$ cat src/rtl/fft_bitrev_reorder.sv
// Ping-pong bit-reversal reorder buffer: captures an N-point frame in bit-reversed order and replays it in natural order.
// Define FFT_REORDER_OVF_CNT_EN to add the saturating dropped-frame counter output ovf_cnt.
module fft_bitrev_reorder #(
  parameter int LOG2N = 5,
  parameter int DW    = 17
) (
  input  logic                 clk,
  input  logic                 rst_n,
  input  logic                 in_valid,
  input  logic                 in_sof,
  input  logic signed [DW-1:0] in_re,
  input  logic signed [DW-1:0] in_im,
  output logic                 out_valid,
  input  logic                 out_ready,
  output logic signed [DW-1:0] out_re,
  output logic signed [DW-1:0] out_im,
  output logic [LOG2N-1:0]     out_idx,
  output logic                 out_sof,
  output logic                 out_eof,
  output logic                 ovf,
  output logic                 busy
`ifdef FFT_REORDER_OVF_CNT_EN
  ,
  output logic [15:0]          ovf_cnt
`endif
);

  localparam int N = 1 << LOG2N;

  localparam logic [1:0] B_EMPTY    = 2'd0;
  localparam logic [1:0] B_FILLING  = 2'd1;
  localparam logic [1:0] B_FULL     = 2'd2;
  localparam logic [1:0] B_DRAINING = 2'd3;

  localparam logic [1:0] W_IDLE = 2'd0;
  localparam logic [1:0] W_FILL = 2'd1;
  localparam logic [1:0] W_DROP = 2'd2;

  localparam logic [0:0] R_IDLE  = 1'b0;
  localparam logic [0:0] R_DRAIN = 1'b1;

  localparam logic [LOG2N-1:0] IDX0     = '0;
  localparam logic [LOG2N-1:0] IDX_LAST = '1;

  function automatic logic [LOG2N-1:0] bitrev(input logic [LOG2N-1:0] v);
    logic [LOG2N-1:0] r;
    for (int i = 0; i < LOG2N; i++) r[i] = v[LOG2N-1-i];
    return r;
  endfunction

  // Address = {bank, sample index}; each entry holds {re, im}.
  logic [2*DW-1:0]    mem [2*N];

  logic [1:0][1:0]    bstate;
  logic [1:0]         wstate;
  logic [0:0]         rstate;
  logic               wbank;
  logic               rbank;
  logic [LOG2N-1:0]   wcnt;

  logic               hs;
  logic               release_now;
  logic               sof_hit;
  logic [1:0]         free;
  logic               any_free;
  logic               cbank;
  logic               drop;
  logic               we;
  logic [LOG2N:0]     waddr;
  logic               ld;
  logic [LOG2N:0]     raddr;

  assign hs          = out_valid & out_ready;
  assign release_now = hs & out_eof;
  assign sof_hit     = in_valid & in_sof;

  // A draining bank whose last sample leaves this cycle can be reclaimed on the same edge.
  assign free[0]  = (bstate[0] == B_EMPTY) | ((bstate[0] == B_DRAINING) & release_now & (rbank == 1'b0));
  assign free[1]  = (bstate[1] == B_EMPTY) | ((bstate[1] == B_DRAINING) & release_now & (rbank == 1'b1));
  assign any_free = |free;
  assign cbank    = (bstate[0] == B_EMPTY) ? 1'b0 :
                    (bstate[1] == B_EMPTY) ? 1'b1 :
                    (free[0] ? 1'b0 : 1'b1);
  assign drop     = (wstate != W_FILL) & sof_hit & ~any_free;

  assign busy = (bstate[0] != B_EMPTY) | (bstate[1] != B_EMPTY);

  // NOTE: every always_comb output gets a default first so no path leaves it unassigned (no latch).
  always_comb begin
    we    = 1'b0;
    waddr = {wbank, IDX0};
    if (wstate == W_FILL) begin
      if (sof_hit) begin
        we    = 1'b1;
        waddr = {wbank, IDX0};
      end else if (in_valid) begin
        we    = 1'b1;
        waddr = {wbank, bitrev(wcnt)};
      end
    end else if (sof_hit && any_free) begin
      we    = 1'b1;
      waddr = {cbank, IDX0};
    end
  end

  always_comb begin
    ld    = 1'b0;
    raddr = {rbank, out_idx + LOG2N'(1)};
    if (rstate == R_DRAIN) begin
      if (!out_valid) begin
        ld    = 1'b1;
        raddr = {rbank, IDX0};
      end else if (hs) begin
        if (!out_eof) begin
          ld = 1'b1;
        end else if (bstate[~rbank] == B_FULL) begin
          ld    = 1'b1;
          raddr = {~rbank, IDX0};
        end
      end
    end
  end

  // NOTE: sample storage carries no reset; bank state alone decides what is valid.
  always_ff @(posedge clk) begin
    if (we) mem[waddr] <= {in_re, in_im};
  end

  // NOTE: state is updated with non-blocking assignments so every block sees pre-edge values.
  always_ff @(posedge clk or negedge rst_n) begin
    if (!rst_n) begin
      bstate    <= '0;
      wstate    <= W_IDLE;
      rstate    <= R_IDLE;
      wbank     <= 1'b0;
      rbank     <= 1'b0;
      wcnt      <= '0;
      out_valid <= 1'b0;
      out_re    <= '0;
      out_im    <= '0;
      out_idx   <= '0;
      out_sof   <= 1'b0;
      out_eof   <= 1'b0;
      ovf       <= 1'b0;
    end else begin
      ovf <= drop;

      if (rstate == R_IDLE) begin
        if (bstate[0] == B_FULL) begin
          rbank     <= 1'b0;
          bstate[0] <= B_DRAINING;
          rstate    <= R_DRAIN;
        end else if (bstate[1] == B_FULL) begin
          rbank     <= 1'b1;
          bstate[1] <= B_DRAINING;
          rstate    <= R_DRAIN;
        end
      end

      if (ld) begin
        out_valid         <= 1'b1;
        {out_re, out_im}  <= mem[raddr];
        out_idx           <= raddr[LOG2N-1:0];
        out_sof           <= (raddr[LOG2N-1:0] == IDX0);
        out_eof           <= (raddr[LOG2N-1:0] == IDX_LAST);
        rbank             <= raddr[LOG2N];
      end

      if (release_now) begin
        bstate[rbank] <= B_EMPTY;
        if (bstate[~rbank] == B_FULL) begin
          bstate[~rbank] <= B_DRAINING;
        end else begin
          out_valid <= 1'b0;
          rstate    <= R_IDLE;
        end
      end

      // Write side runs last so a same-edge reclaim overrides the release to EMPTY.
      if (wstate == W_FILL) begin
        if (sof_hit) begin
          wcnt <= LOG2N'(1);
        end else if (in_valid) begin
          if (wcnt == IDX_LAST) begin
            bstate[wbank] <= B_FULL;
            wstate        <= W_IDLE;
            wcnt          <= '0;
          end else begin
            wcnt <= wcnt + LOG2N'(1);
          end
        end
      end else if (sof_hit) begin
        if (any_free) begin
          wbank         <= cbank;
          bstate[cbank] <= B_FILLING;
          wcnt          <= LOG2N'(1);
          wstate        <= W_FILL;
        end else begin
          wstate <= W_DROP;
        end
      end
    end
  end

`ifdef FFT_REORDER_OVF_CNT_EN
  always_ff @(posedge clk or negedge rst_n) begin
    if (!rst_n) begin
      ovf_cnt <= '0;
    end else if (drop && (ovf_cnt != 16'hFFFF)) begin
      ovf_cnt <= ovf_cnt + 16'd1;
    end
  end
`endif

endmodule

$ cat config.mk
export PLATFORM = sky130hd
export DESIGN_NAME = fft_bitrev_reorder
export DESIGN_NICKNAME = d
export VERILOG_FILES = /design/src/rtl/fft_bitrev_reorder.sv
export SDC_FILE = /design/constraint.sdc
export NUM_CORES = 2
export LEC_CHECK = 0
export BUFFER_PORTS_ARGS = -buffer_cell sky130_fd_sc_hd__buf_2
export CAP_MARGIN = 30
export CELL_PAD_IN_SITES_DETAIL_PLACEMENT = 0
export CELL_PAD_IN_SITES_GLOBAL_PLACEMENT = 2
export CORE_MARGIN = 10
export CORE_UTILIZATION = 48
export CTS_CLUSTER_SIZE = 14
export DETAILED_ROUTE_END_ITERATION = 8
export PLACE_DENSITY_LB_ADDON = 0.25
export REMOVE_ABC_BUFFERS = 1
export SETUP_SLACK_MARGIN = 0.3
export SKIP_CTS_REPAIR_TIMING = 1
export SYNTH_ARGS = -nofsm -noshare
export SYNTH_HDL_FRONTEND = slang
export SYNTH_SLANG_ARGS = --single-unit
$ cat constraint.sdc
create_clock -name clk -period 4.8 [get_ports clk]
set_clock_uncertainty 0.15 [all_clocks]
set_input_delay 0.48 -clock clk [delete_from_list [all_inputs] [get_ports clk]]
set_output_delay 0.48 -clock clk [all_outputs]
set_load 0.005 [all_outputs]
* After elaboration in Yosys (flattened, before gate mapping)
Memory sizes are Yosys's and may differ from the RTL's. A register that Yosys moved wholly into a read port is not among the register bits.
Index checks and enable logic that the tools add are counted.
** Word-level totals
- Flip-flop bits (word level) :: 23
- Bits in writable memories :: 2176
- Input bits :: 39
- Output and inout port bits :: 44
- Logic and storage cells :: 148
- Memories :: 1
** Cells by class
- Add/subtract/negate cells :: 2
- Magnitude comparators :: 8
- Equal/unequal tests :: 11
- Multiplexer cells :: 69
- Bitwise gates (word level) :: 24
- Reduce and logical (&&, ||, !) cells :: 21
** Memory list
- mem :: words 64, bits a word 34, read ports 1, clocked after memory_dff 1, wr ports 1, line 52 : logic [2*DW-1:0] mem [2*N];
** Operator list (count)
- 2-to-1 mux 6 bit :: 7
- 2-to-1 mux 5 bit :: 8
- 2-to-1 mux 4 bit :: 9
- 2-to-1 mux 2 bit :: 15
- 2-to-1 mux 1 bit :: 26
- nonzero test 2 bit :: 6
- adder 5 x 1 -> 5 bit, second input constant :: 2
- == test 2 bit, second input constant :: 5
- == test 5 bit, second input constant :: 2
- bitwise AND 1 bit :: 9
- demux 2 bit (select 1 bit) :: 4
- < comparator 1 x 2 -> 1 bit, second input constant :: 4
- AND reduction 3 bit :: 2
- logical AND 1 bit :: 5
- zero test 5 bit :: 1
- bitwise AND 2 bit :: 2
- bitwise AND 4 bit :: 1
- greater-or-equal comparator 1 bit, second input constant :: 4
- zero test 2 bit :: 2
- != test 2 x 1 -> 1 bit, second input constant :: 2
- NOT 2 bit :: 2
- NOT 4 bit :: 1
- OR 2 bit :: 2
- OR 4 bit :: 1
- 9 further kinds :: 13

* Logic depth before layout (Yosys ltp)
- Depth in word-level cells :: 17
- Depth in mapped cells :: 14
- Gate-level depth less buffers :: 9

* Worst setup path after synthesis
Ideal clock, no wire load.
- Kind :: input port to flip-flop
- From :: in out_ready
- To :: mem mem[24][0] in the netlist's numbering, enable pin
- Setup time :: 0.425 ns
- Arrival :: 3.339 ns
- Required time :: 4.225 ns
- Path slack :: 0.886 ns
- Cell stages on the path :: 7
- Path buffers :: 1
- Path through :: and3_1 clkbuf_1 a211o_1 nand2_1 mux2i_1 nand4_1 nor2_1
** Between the ends
- Longest elaborated chain between the ends :: 11
- Elaborated cells on any way between the ends :: 19
- Classes of those cells :: mux: 9; bitwise: 8; reduce/logical: 2
** Ends and longest elaborated chain
- from (decl) :: line 14 : input logic out_ready,
- bitwise AND 1 bit * :: line 73 : assign hs = out_valid & out_ready;
- bitwise AND 1 bit * :: line 74 : assign release_now = hs & out_eof;
- bitwise AND 1 bit (on tied branches) (2 in series) :: line 78, 79
- OR 1 bit (on tied branches) :: line 78, 79
- OR reduction 2 bit :: line 80 : assign any_free = |free;
- logical AND 1 bit :: line 100 : end else if (sof_hit && any_free) begin
- 2-to-1 mux 1 bit :: line 100
- 2-to-1 mux 1 bit :: line 92 : if (wstate == W_FILL) begin
- 2-to-1 mux 1 bit :: line 126 : if (we) mem[waddr] <= {in_re, in_im};
- 2-to-1 mux 1 bit (implied by the code) :: line 126
- to (decl) :: line 52
Every way passes the cells marked *; elsewhere a longest branch is shown, timed or not.

* Final worst setup path
- From :: reg out_idx[0]
- To :: reg out_im[13], read port of mem
** Between the ends
- Longest elaborated chain between the ends :: 6
** Ends and longest elaborated chain
- from (decl) :: line 17 : output logic [LOG2N-1:0] out_idx,
- from (signal assigned) :: line 163 : out_idx <= raddr[LOG2N-1:0];
- adder 5 x 1 -> 5 bit * :: line 108 : raddr = {rbank, out_idx + LOG2N'(1)};
- 2-to-1 mux 6 bit :: line 116 : end else if (bstate[~rbank] == B_FULL) begin
- 2-to-1 mux 6 bit :: line 114 : if (!out_eof) begin
- 2-to-1 mux 6 bit :: line 113 : end else if (hs) begin
- 2-to-1 mux 6 bit :: line 110 : if (!out_valid) begin
- 2-to-1 mux 6 bit * :: line 109 : if (rstate == R_DRAIN) begin
- to (decl) :: line 16 : output logic signed [DW-1:0] out_im,
Marks and branches as above.
A chain may end at the register's enable or synchronous reset.

==> results.cfg <==
[run]
drv_cap = 0

[clocking]
cts_buffers = 222
cts_tree = built
path_clk_slew_ns = 0.06
clk_latency_ns = 0.87
clock_sinks = 2233
cts_buffer_depth = 3
clockRootBuffer = clkbuf_16
htree_num_levels = 4

[placement]
place_ws_ns = 0.347
place.gp.congestion = 0.872
io_buffers = 82
dp_hpwl_um = 179000
dp.cells = 7812

[layout]
final_common_cell = edfxtp_1
drive_gt1_share_pct = 17.5
nets = 5720
final_cells = 8237
syn_to_final_growth_pct = 15.8
final_cell_mix = edfxtp_1, nand2_1, mux2i_1
multi_input_area_sq_um = 19500
n_fill_cell = 14100
regArea_sq_um = 66800

[min_path]
holdCritPathClass = in2reg

[synth]
netlist_area_sq_um = 87200
ys_types = 84
synthArstFlopShare_pct = 2.55
yosysSeqAreaShare_pct = 76.6
avgSynthCellArea_sq_um = 16.3
synth-edff-count = 2176
synth_warnings = 0
ys_seq_elements = 2233
ys.flop_type = edfxtp_1
synthCells = 5355

[grt]
gr-usage-all-layers_pct = 31.6
first_global_vias = 52700
grt_pass1_wl_um = 438000
grt_max_degree = 88
antenna_found_initial = 16
grt_overflow = 0

[power]
powerDensity_nw_per_um2 = 668
p_comb_share_pct = 41.3
sw_frac_of_total_pct = 40.3
clockPowerShare_pct = 25.5
p_seq_share_pct = 33.2
switchingPower_mw = 27.1
internal-power_mw = 40.3
ir_drop_v = 0.000969
leakage_nw = 33.1

[sta]
setup_viol = 0
finalWorstSetupSlack_ns = 0.426
maxSlewHeadroom_pct = 20.7
worstMarginPinSlew_ns = 1.18
fin_crit_sh_pct = 91.1
hold_ws_ns = 0.00301
rsz0062_at_grt = no
max_freq_ghz = 0.229
hold_viol_final = 0
slew_viol_final = 0
min_period_ns = 4.37
fin_setup_tns_ns = 0

[worst_setup_path]
crit_path_max_fanout = 46
cp-start-kind = flip-flop
criticalPathCategory = reg2reg
crit_path_end_kind = flip-flop
required_ns = 5.41
cp.arrival_ns = 4.98

[detailed_routing]
via_count = 55600
drt_iter0_markers = 8765
finalWirelength_um = 320000
firstDrtPassIters = 6
drt-wirelength-per-cell_um = 38.9
via_per_inst = 6.75
drcViolationCount = 0
final_antenna_net_count = 0

[die]
rows = 156
core_area_sq_um = 181000
dieArea_sq_um = 199000
die_h_um = 446
ios = 83
die_width_um = 446
start_util_pct = 48.2

[run_status]
status = complete, no violations
[layout make-up]
class / instances / share of cell area (%)
flip-flops and latches: 2233 / 66.2
repair buffers: 456 / 4.50
multi-input cells: 2757 / 19.3
diodes: 6 / 0.0149
clock inverters: 109 / 1.06
inverters: 8 / 0.0322
clock buffers: 298 / 5.99
well taps: 2370 / 2.94
[cells in the mapped netlist (14+ instances only)]
cell / count / area share, %
a221oi_1: 22 / 0.22
nand3_1: 78 / 0.45
o21ai_0: 246 / 1.4
nor2b_1: 29 / 0.21
buf_4: 19 / 0.16
buf_2: 170 / 0.98
clkbuf_1: 133 / 0.57
o211ai_1: 46 / 0.40
a21oi_1: 265 / 1.5
a211oi_1: 64 / 0.55
o31ai_1: 17 / 0.15
mux4_2: 49 / 1.3
a31oi_1: 64 / 0.46
mux2i_1: 390 / 4.5
nor4_1: 27 / 0.19
nor2_1: 222 / 0.96
mux2_2: 115 / 1.5
o221ai_1: 125 / 1.3
a221o_1: 14 / 0.16
nand2_1: 448 / 1.9
and3_1: 20 / 0.14
nor3_1: 76 / 0.44
edfxtp_1: 2176 / 75
o311ai_0: 14 / 0.14
buf_1: 33 / 0.14
a22oi_1: 17 / 0.15
o22ai_1: 183 / 1.3
dfrtp_1: 57 / 1.6
[layer usage]
layer / share of wire (%) / track usage, % / wire length (um) / vias to the layer above
met5: 0.012 / 0 / 40 / -
li1: - / - / - / 22100
met3: 12 / 7.19 / 38000 / 674
met4: 4.5 / 12.8 / 14600 / 4
met2: 45 / 48.2 / 144000 / 3848
met1: 39 / 44.1 / 123000 / 29000
[sequential cells by signal (all words and copies together), names as in the netlist, 2 cells and up]
name and flops:
bstate 4, mem 2176, out_idx 5, out_im 17, out_re 17, wcnt 5
wstate 2
[power groups by stage]
stage                     Combinational, mW  Clock, mW  Sequential (mW)
after floorplan                        9.30          0             22.8
after global placement                 26.8          0             22.8
after detailed placement               27.0          0             22.8
after CTS                              27.0       17.3             22.4
after global routing                   28.4       18.1             22.4
final                                  27.9       17.2             22.4
[final timing paths]
kind	slack, ns	depth (start not counted)	from	endpoint
max	0.43	8	out_idx[0]$_DFFE_PN0P_	out_im[13]$_DFFE_PN0P_
max in group asynchronous	3.11	3	rst_n	out_im[10]$_DFFE_PN0P_
max reg2reg	0.43	8	out_idx[0]$_DFFE_PN0P_	out_im[13]$_DFFE_PN0P_
min reg2reg	0.40	1	wbank$_DFFE_PN0P_	bstate[1]$_DFF_PN0_
min	0.003	1	in_re[8]	mem[12][25]$_DFFE_PP_
min in group asynchronous	0.14	2	rst_n	out_re[16]$_DFFE_PN0P_
[cells by family after synthesis]
group                    Yosys count  share of synthesized area (%)
AO/OA/AOI/OAI                   1234                           9.31
XOR/XNOR                           5                         0.0502
adder cells (fa/ha/maj)            3                         0.0431
buffers and inverters            365                           1.91
flip-flops                      2233                           76.6
multiplexers                     554                           7.23
AND/OR/NAND/NOR                  961                           4.86
[through the flow]
stage | area (sq um) | util, % | power (mW)
CTS | 101000 | 55.8 | 66.7
finish | 101000 | 55.8 | 67.4
global placement | 93500 | 51.7 | 49.6
detailed placement | 93700 | 51.8 | 49.7
floorplan | 85500 | - | 32.1
global route | 101000 | 55.8 | 68.9
[worst max-delay path, stage by stage, from the launching register on]
cell and delay, ns:
dfrtp_4 0.52, buf_12 0.32, buf_4 0.74, mux4_2 0.70, mux2i_1 0.16, o21ai_0 0.10, o21ai_0 0.94, nand2_1 0.24
a32o_1 0.28
No activity file was read; power rests on OpenSTA's default activity.
